### config.mk
export PLATFORM = sky130hd
export DESIGN_NAME = vh_sweep_capture_flat
export DESIGN_NICKNAME = d
export VERILOG_FILES = /design/src/rtl/vh_sweep_capture_pkg.sv /design/src/rtl/vh_sweep_capture_if.sv /design/src/rtl/vh_sweep_capture_misr.sv /design/src/rtl/vh_sweep_capture.sv /design/src/flat_wrapper.sv
export SDC_FILE = /design/constraint.sdc
export NUM_CORES = 1
export LEC_CHECK = 0
export ABC_CLOCK_PERIOD_IN_PS = 3100
export BUFFER_PORTS_ARGS = -buffer_cell sky130_fd_sc_hd__buf_2
export CAP_MARGIN = 20
export CORE_UTILIZATION = 30
export DETAILED_ROUTE_END_ITERATION = 10
export PLACE_DENSITY = 0.57
export SLEW_MARGIN = 20
export SYNTH_ARGS = -nofsm -noshare
export SYNTH_HDL_FRONTEND = slang
export SYNTH_SLANG_ARGS = --single-unit
### constraint.sdc
create_clock -name clk -period 3.1 [get_ports clk]
set_input_delay 0.31 -clock clk [delete_from_list [all_inputs] [get_ports clk]]
set_output_delay 0.31 -clock clk [all_outputs]
set_load 0.01 [all_outputs]
### src/rtl/vh_sweep_capture_pkg.sv
// Shared types and helpers for the exhaustive sweep/capture harness:
// FSM encoding, MISR seed, default polynomial and the response fold.
package vh_harness_pkg;

    typedef enum logic [1:0] {
        S_IDLE,
        S_DRIVE,
        S_DRAIN,
        S_DONE
    } state_t;

    localparam logic [63:0] SEED = '1;
    localparam logic [63:0] POLY_DEFAULT = 64'h0000_0000_04C1_1DB7;

    // XOR every sig_w-bit chunk of a zero-extended response together.
    function automatic logic [63:0] fold(
        input logic [255:0] din,
        input int           sig_w
    );
        logic [255:0] sh;
        logic [63:0]  mask;
        logic [63:0]  acc;
        mask = (sig_w >= 64) ? '1 : ((64'd1 << sig_w) - 64'd1);
        acc  = '0;
        for (int c = 0; c < 32; c++) begin
            sh  = din >> (c * sig_w);
            acc = acc ^ (sh[63:0] & mask);
        end
        return acc;
    endfunction

endpackage

### src/rtl/vh_sweep_capture_if.sv
// Harness-side bundle: sweep control, DUT stimulus/response and result.
interface vh_sweep_capture_if #(
    parameter int A_WIDTH   = 4,
    parameter int Y_WIDTH   = 16,
    parameter int SIG_WIDTH = 32
);
    logic                 start;
    logic [SIG_WIDTH-1:0] expect_sig;
    logic [A_WIDTH-1:0]   dut_a;
    logic [Y_WIDTH-1:0]   dut_y;
    logic                 busy;
    logic                 done;
    logic                 pass;
    logic [SIG_WIDTH-1:0] signature;
    logic [A_WIDTH:0]     count;

    modport master (
        output start, expect_sig, dut_y,
        input  dut_a, busy, done, pass, signature, count
    );

    modport slave (
        input  start, expect_sig, dut_y,
        output dut_a, busy, done, pass, signature, count
    );
endinterface

### src/rtl/vh_sweep_capture_misr.sv
// Multiple-input signature register; the response is folded down to
// SIG_WIDTH bits before being XORed into the shifted signature.
module vh_misr
    import vh_harness_pkg::*;
#(
    parameter int          SIG_WIDTH = 32,
    parameter logic [63:0] POLY      = POLY_DEFAULT,
    parameter int          IN_WIDTH  = 16
) (
    input  logic                 clk,
    input  logic                 rst_n,
    input  logic                 init,
    input  logic                 en,
    input  logic [IN_WIDTH-1:0]  din,
    output logic [SIG_WIDTH-1:0] sig
);

    localparam logic [SIG_WIDTH-1:0] SEED_W = SIG_WIDTH'(SEED);
    localparam logic [SIG_WIDTH-1:0] POLY_W = SIG_WIDTH'(POLY);

    logic [SIG_WIDTH-1:0] folded;
    logic [SIG_WIDTH-1:0] nxt;

    always_comb begin
        folded = SIG_WIDTH'(fold(256'(din), SIG_WIDTH));
        nxt    = {sig[SIG_WIDTH-2:0], 1'b0}
               ^ (sig[SIG_WIDTH-1] ? POLY_W : '0)
               ^ folded;
    end

    always_ff @(posedge clk or negedge rst_n) begin
        if (!rst_n) begin
            sig <= SEED_W;
        end else if (init) begin
            sig <= SEED_W;
        end else if (en) begin
            sig <= nxt;
        end
    end

endmodule

### src/rtl/vh_sweep_capture.sv
// Sweeps every A_WIDTH-bit vector into a DUT, captures each response
// after LATENCY cycles into a MISR and flags a golden-signature match.
module vh_sweep_capture
    import vh_harness_pkg::*;
#(
    parameter int          A_WIDTH   = 4,
    parameter int          Y_WIDTH   = 16,
    parameter int          LATENCY   = 0,
    parameter int          SIG_WIDTH = 32,
    parameter logic [63:0] POLY      = POLY_DEFAULT
) (
    input logic               clk,
    input logic               rst_n,
    vh_sweep_capture_if.slave bus
);

    localparam logic [A_WIDTH-1:0] A_LAST = '1;
    localparam logic [2:0]         D_LAST = 3'(LATENCY - 1);

    state_t             state;
    state_t             state_nxt;
    logic [A_WIDTH-1:0] a_q;
    logic [A_WIDTH:0]   count_q;
    logic [2:0]         dcnt;
    logic               pass_q;
    logic               accept;
    logic               drive;
    logic               capture;

    assign accept = (state == S_IDLE) && bus.start;
    assign drive  = (state == S_DRIVE);

    // Valid pipe mirrors the DUT depth so each capture lines up with its vector.
    generate
        if (LATENCY == 0) begin : g_lat0
            assign capture = drive;
        end else begin : g_latn
            logic [LATENCY-1:0] vpipe;
            always_ff @(posedge clk or negedge rst_n) begin
                if (!rst_n) begin
                    vpipe <= '0;
                end else begin
                    vpipe <= LATENCY'({vpipe, drive});
                end
            end
            assign capture = vpipe[LATENCY-1];
        end
    endgenerate

    always_ff @(posedge clk or negedge rst_n) begin
        if (!rst_n) begin
            state <= S_IDLE;
        end else begin
            state <= state_nxt;
        end
    end

    always_comb begin
        state_nxt = state;
        unique case (state)
            S_IDLE:  if (bus.start) state_nxt = S_DRIVE;
            S_DRIVE: if (a_q == A_LAST) state_nxt = (LATENCY > 0) ? S_DRAIN : S_DONE;
            S_DRAIN: if (dcnt == D_LAST) state_nxt = S_DONE;
            S_DONE:  state_nxt = S_IDLE;
            default: state_nxt = S_IDLE;
        endcase
    end

    always_ff @(posedge clk or negedge rst_n) begin
        if (!rst_n) begin
            a_q     <= '0;
            count_q <= '0;
            dcnt    <= '0;
            pass_q  <= 1'b0;
        end else begin
            dcnt <= (state == S_DRAIN) ? dcnt + 3'd1 : 3'd0;
            if (accept) begin
                a_q     <= '0;
                count_q <= '0;
                pass_q  <= 1'b0;
            end else begin
                if (drive && (a_q != A_LAST)) a_q <= a_q + 1'b1;
                if (capture) count_q <= count_q + 1'b1;
                if (state == S_DONE) pass_q <= (bus.signature == bus.expect_sig);
            end
        end
    end

    vh_misr #(
        .SIG_WIDTH (SIG_WIDTH),
        .POLY      (POLY),
        .IN_WIDTH  (Y_WIDTH)
    ) u_misr (
        .clk   (clk),
        .rst_n (rst_n),
        .init  (accept),
        .en    (capture),
        .din   (bus.dut_y),
        .sig   (bus.signature)
    );

    assign bus.dut_a = a_q;
    assign bus.busy  = (state != S_IDLE);
    assign bus.done  = (state == S_DONE);
    assign bus.pass  = pass_q;
    assign bus.count = count_q;

endmodule

### src/flat_wrapper.sv
// flat-port wrapper written by rule: the top's interface ports become plain ports
module vh_sweep_capture_flat import vh_harness_pkg::*;
#(
    parameter int          A_WIDTH   = 4,
    parameter int          Y_WIDTH   = 16,
    parameter int          LATENCY   = 0,
    parameter int          SIG_WIDTH = 32,
    parameter logic [63:0] POLY      = POLY_DEFAULT
)
  (clk, rst_n, bus_start, bus_expect_sig, bus_dut_y, bus_dut_a, bus_busy, bus_done, bus_pass, bus_signature, bus_count);
  vh_sweep_capture_if #(.A_WIDTH(A_WIDTH), .Y_WIDTH(Y_WIDTH), .SIG_WIDTH(SIG_WIDTH)) bus_i ();
  input logic clk;
  input logic rst_n;
  input wire logic [$bits(bus_i.start)-1:0] bus_start;
  input wire logic [$bits(bus_i.expect_sig)-1:0] bus_expect_sig;
  input wire logic [$bits(bus_i.dut_y)-1:0] bus_dut_y;
  output wire logic [$bits(bus_i.dut_a)-1:0] bus_dut_a;
  output wire logic [$bits(bus_i.busy)-1:0] bus_busy;
  output wire logic [$bits(bus_i.done)-1:0] bus_done;
  output wire logic [$bits(bus_i.pass)-1:0] bus_pass;
  output wire logic [$bits(bus_i.signature)-1:0] bus_signature;
  output wire logic [$bits(bus_i.count)-1:0] bus_count;
  assign bus_i.start = bus_start;
  assign bus_i.expect_sig = bus_expect_sig;
  assign bus_i.dut_y = bus_dut_y;
  assign bus_dut_a = bus_i.dut_a;
  assign bus_busy = bus_i.busy;
  assign bus_done = bus_i.done;
  assign bus_pass = bus_i.pass;
  assign bus_signature = bus_i.signature;
  assign bus_count = bus_i.count;
  vh_sweep_capture #(.A_WIDTH(A_WIDTH), .Y_WIDTH(Y_WIDTH), .LATENCY(LATENCY), .SIG_WIDTH(SIG_WIDTH), .POLY(POLY)) u_core (.clk(clk), .rst_n(rst_n), .bus(bus_i));
endmodule
==> results.yml <==
die:
  fp.coreArea_um2: 8380
  design.die.area_um2: 9230
  boundaryPins: 95
  dieHeight_um: 96.1
  start_util: 0.317
  rows: 33
  die_width_um: 96.1
detailed_routing:
  drt-pass1-iter-count: 4
  routed_via_density: 4.54
  drt_drc_violations_left: 0
  totalWireLength_um: 6690
  vias_after_detailed_routing: 2097
  wl_per_cell_um: 14.5
  drtAntennaViolNets: 0
  initialDrtViolationCount: 108
logic_synthesis:
  synth_area_um2: 2660
  post_synth_fa_ha_maj_area_fraction: 0.0424
  netlist.area_leader.share: 0.317
  ys_types: 22
  synth_warnings: 0
  postSynth.asyncResetShare: 1.00
  postSynth.topFlopCell: "sky130_fd_sc_hd__dfstp_2"
  synth_xor_area_frac: 0.224
  post_synth_main_area_contributors: "sky130_fd_sc_hd__dfstp_2, sky130_fd_sc_hd__xnor2_1, sky130_fd_sc_hd__dfrtp_1"
  area_fraction_in_compound_gates_after_synthesis: 0.0537
  number_of_flops_mapped_to_enable_cells_by_yosys: 0
  synth_common_cells: "sky130_fd_sc_hd__xnor2_1, sky130_fd_sc_hd__nand2_1, sky130_fd_sc_hd__nor2_1, sky130_fd_sc_hd__dfstp_2, sky130_fd_sc_hd__xor2_1"
  synth_area_per_cell_um2: 10.0
  syn-instance-count: 265
  synth_sequential_area_ratio: 0.458
  synthMostInstantiatedCell: "sky130_fd_sc_hd__xnor2_1"
  yosysTopAreaCell: "sky130_fd_sc_hd__dfstp_2"
  synth_fp_nets: 325
  synth-simple-area-share: 0.134
  postSynthRegisterBits: 47
  muxShareOfSynthArea: 0.0566
  synth_top_family_by_area: "XOR/XNOR gates"
worst_setup_path:
  crit_path_end_kind: "flip-flop"
  cp_cell_sequence: "inv_1, ha_2, inv_2, a31oi_4, nand4_1, xor2_1, nor2_1"
  worst_r2r_startpoint: "u_core.state[1]"
  reg2reg_slack_ns: 1.03
  arrival_ns: 2.24
  critPathMaxFanout: 24
  startpoint: "u_core.state[1]"
  count_of_cells_along_the_worst_register_to_register_path: 7
  setup.worst_path.class: "flip-flop to flip-flop"
  r2r_end: "u_core.bus.dut_a[3]"
  critical_path.slowest_cell: "sky130_fd_sc_hd__ha_2"
  worst_path_largest_cell_delay_ns: 0.55
  crit_required_ns: 3.28
  worst_setup_start_kind: "flip-flop"
power_and_ir_drop:
  power.share.combinational: 0.487
  sequential_cell_fraction_of_total_power: 0.402
  intPower_uw: 2030
  power.density_cell_area_nw_per_um2: 1070
  power.switching_uw: 1520
  power_switching_share: 0.428
  power.leakage_uw: 0.00150
  power.share.clock: 0.112
  worst_ir_drop_vdd_mv: 0.463
global_routing:
  grt_max_degree: 48
  grt_first_pass_wirelength_um: 10500
  globalRouteTotalUtil: 0.155
  overflow: 0
  grt_pass1_vias: 1953
  antenna_found_initial: 0
clocking:
  post_cts.resized_instances: 0
  path_clk_slew_ns: 0.08
  numClockSinks: 47
  tritoncts: "built"
  clk_latency_ns: 0.31
  clock_tree.htree_level_count: 2
  tritoncts.num_buffers: 5
  clock_path_buffers: 2
  clock_tree_root_driver_cell: "sky130_fd_sc_hd__clkbuf_8"
  postCtsSetupRepairBufs: 0
  cts-hold-fix-buffers: 0
sta:
  timing.fmax_ghz: 0.484
  postLayoutSetupSlackWorst_ns: 1.03
  setup_viol_count_final: 0
  finalHoldViolations: 0
  setup_total_negative_slack_ns: 0
  rsz0062_at_grt: "no"
  drv_slew: 0
  relative_slew_slack: 0.603
  shortest_period_the_worst_path_allows_ns: 2.07
  min_period_over_period: 0.666
  tightest_slew_ns: 0.596
  skew_ns: 0.0155
finish:
  area_delta_synth_final_pct: 24.7
  final_layout_size_suffix_gt1_frac: 0.389
  antenna_cells: 0
  final_net_count: 416
  fin_util: 0.395
place:
  post-dp-hpwl_um: 5030
  post-place-ws_ns: 1.05
  gp_weighted_congestion: 0.790
  port_buffers: 94
outcome:
  result_of_the_run: "completed"
min_path:
  worstHoldPathType: "input pin to async pin"
run:
  number_of_max_cap_violations: 0
## final cells by class
cell class,instances,area (um^2)
clock inverters,2,15.0
repair buffers,96,488
flip-flops and latches,47,1220
multi-input cells,201,1360
clock buffers,6,82.6
inverters,5,18.8
fillers,875,5070
well taps,105,131
## registers in the layout (all words and copies together) (netlist names)
name	cells
u_core.dcnt	3
u_core.bus.pass	1
u_core.bus.count	5
u_core.state	2
u_core.u_misr.sig	32
u_core.bus.dut_a	4
## layout by cell type (no fill, tap or decap), types with 2 or more instances in the layout
cell type                   n
sky130_fd_sc_hd__nor4_1     2
sky130_fd_sc_hd__xnor2_1   43
sky130_fd_sc_hd__ha_1       8
sky130_fd_sc_hd__o21ai_0   22
sky130_fd_sc_hd__buf_4      3
sky130_fd_sc_hd__dfstp_2   32
sky130_fd_sc_hd__nand4_1   11
sky130_fd_sc_hd__buf_2     93
sky130_fd_sc_hd__mux2i_1   15
sky130_fd_sc_hd__nor2_1    33
sky130_fd_sc_hd__nand2_1   35
sky130_fd_sc_hd__xor2_1    25
sky130_fd_sc_hd__dfrtp_1   15
sky130_fd_sc_hd__and2_1     3
sky130_fd_sc_hd__inv_1      4
sky130_fd_sc_hd__clkbuf_8   6
## power by group through the flow
stage          clock [uW]  sequential, uW  combinational [uW]
2_1_floorplan           0            1450                1140
3_5_place_dp            0            1450                1750
6_report              397            1430                1730
4_1_cts               412            1440                1760
5_1_grt               444            1490                1970
3_3_place_gp            0            1440                1730
## worst max-delay path, delay by kind of cell, from the launching register on
family | cells | cell delay (ns)
and+or+nand+nor | 2 | 0.19
DFF | 1 | 0.42
buffers and inverters | 2 | 0.35
xor gates and xnor gates | 1 | 0.15
adders and majority gates | 1 | 0.55
AOI/OAI and AO/OA | 1 | 0.28
## logic make-up (layout without fill, tap and decap cells)
kind of cell	after synthesis	after routing
buffers and inverters	17	109
and+or+nand+nor	84	84
xor gates and xnor gates	68	68
AOI/OAI and AO/OA	25	25
adders and majority gates	9	9
DFF	47	47
muxes	15	15
## stage by stage
step                      power (uW)  area [um^2]  hold slack (ns)  cells
after global routing            3900         3310           0.0497    462
after floorplan                 2590         2660           0.0144    265
after global placement          3170         3210            0.423    454
after detailed placement        3200         3210            0.420    454
after CTS                       3620         3310            0.213    462
final                           3560         3310          0.00530    462
## worst max-delay path by stage
stage                                      to  cells after the start
after floorplan           u_core.bus.dut_a[3]                      8
after global placement    u_core.bus.dut_a[3]                      7
after detailed placement  u_core.bus.dut_a[3]                      7
after CTS                 u_core.bus.dut_a[3]                      7
after global routing      u_core.bus.dut_a[3]                      7
final                     u_core.bus.dut_a[3]                      7
## routing by layer
metal / GRT usage / vias to the layer above / part of all wire / routed length [um]
met5: 0 / - / 0 / 0
met4: 0.0373 / 0 / 0.0075 / 50
met3: 0.0332 / 5 / 0.064 / 426
met2: 0.237 / 59 / 0.46 / 3060
met1: 0.221 / 995 / 0.47 / 3150
li1: - / 1038 / - / -
Power figures use the tool's default switching activity.
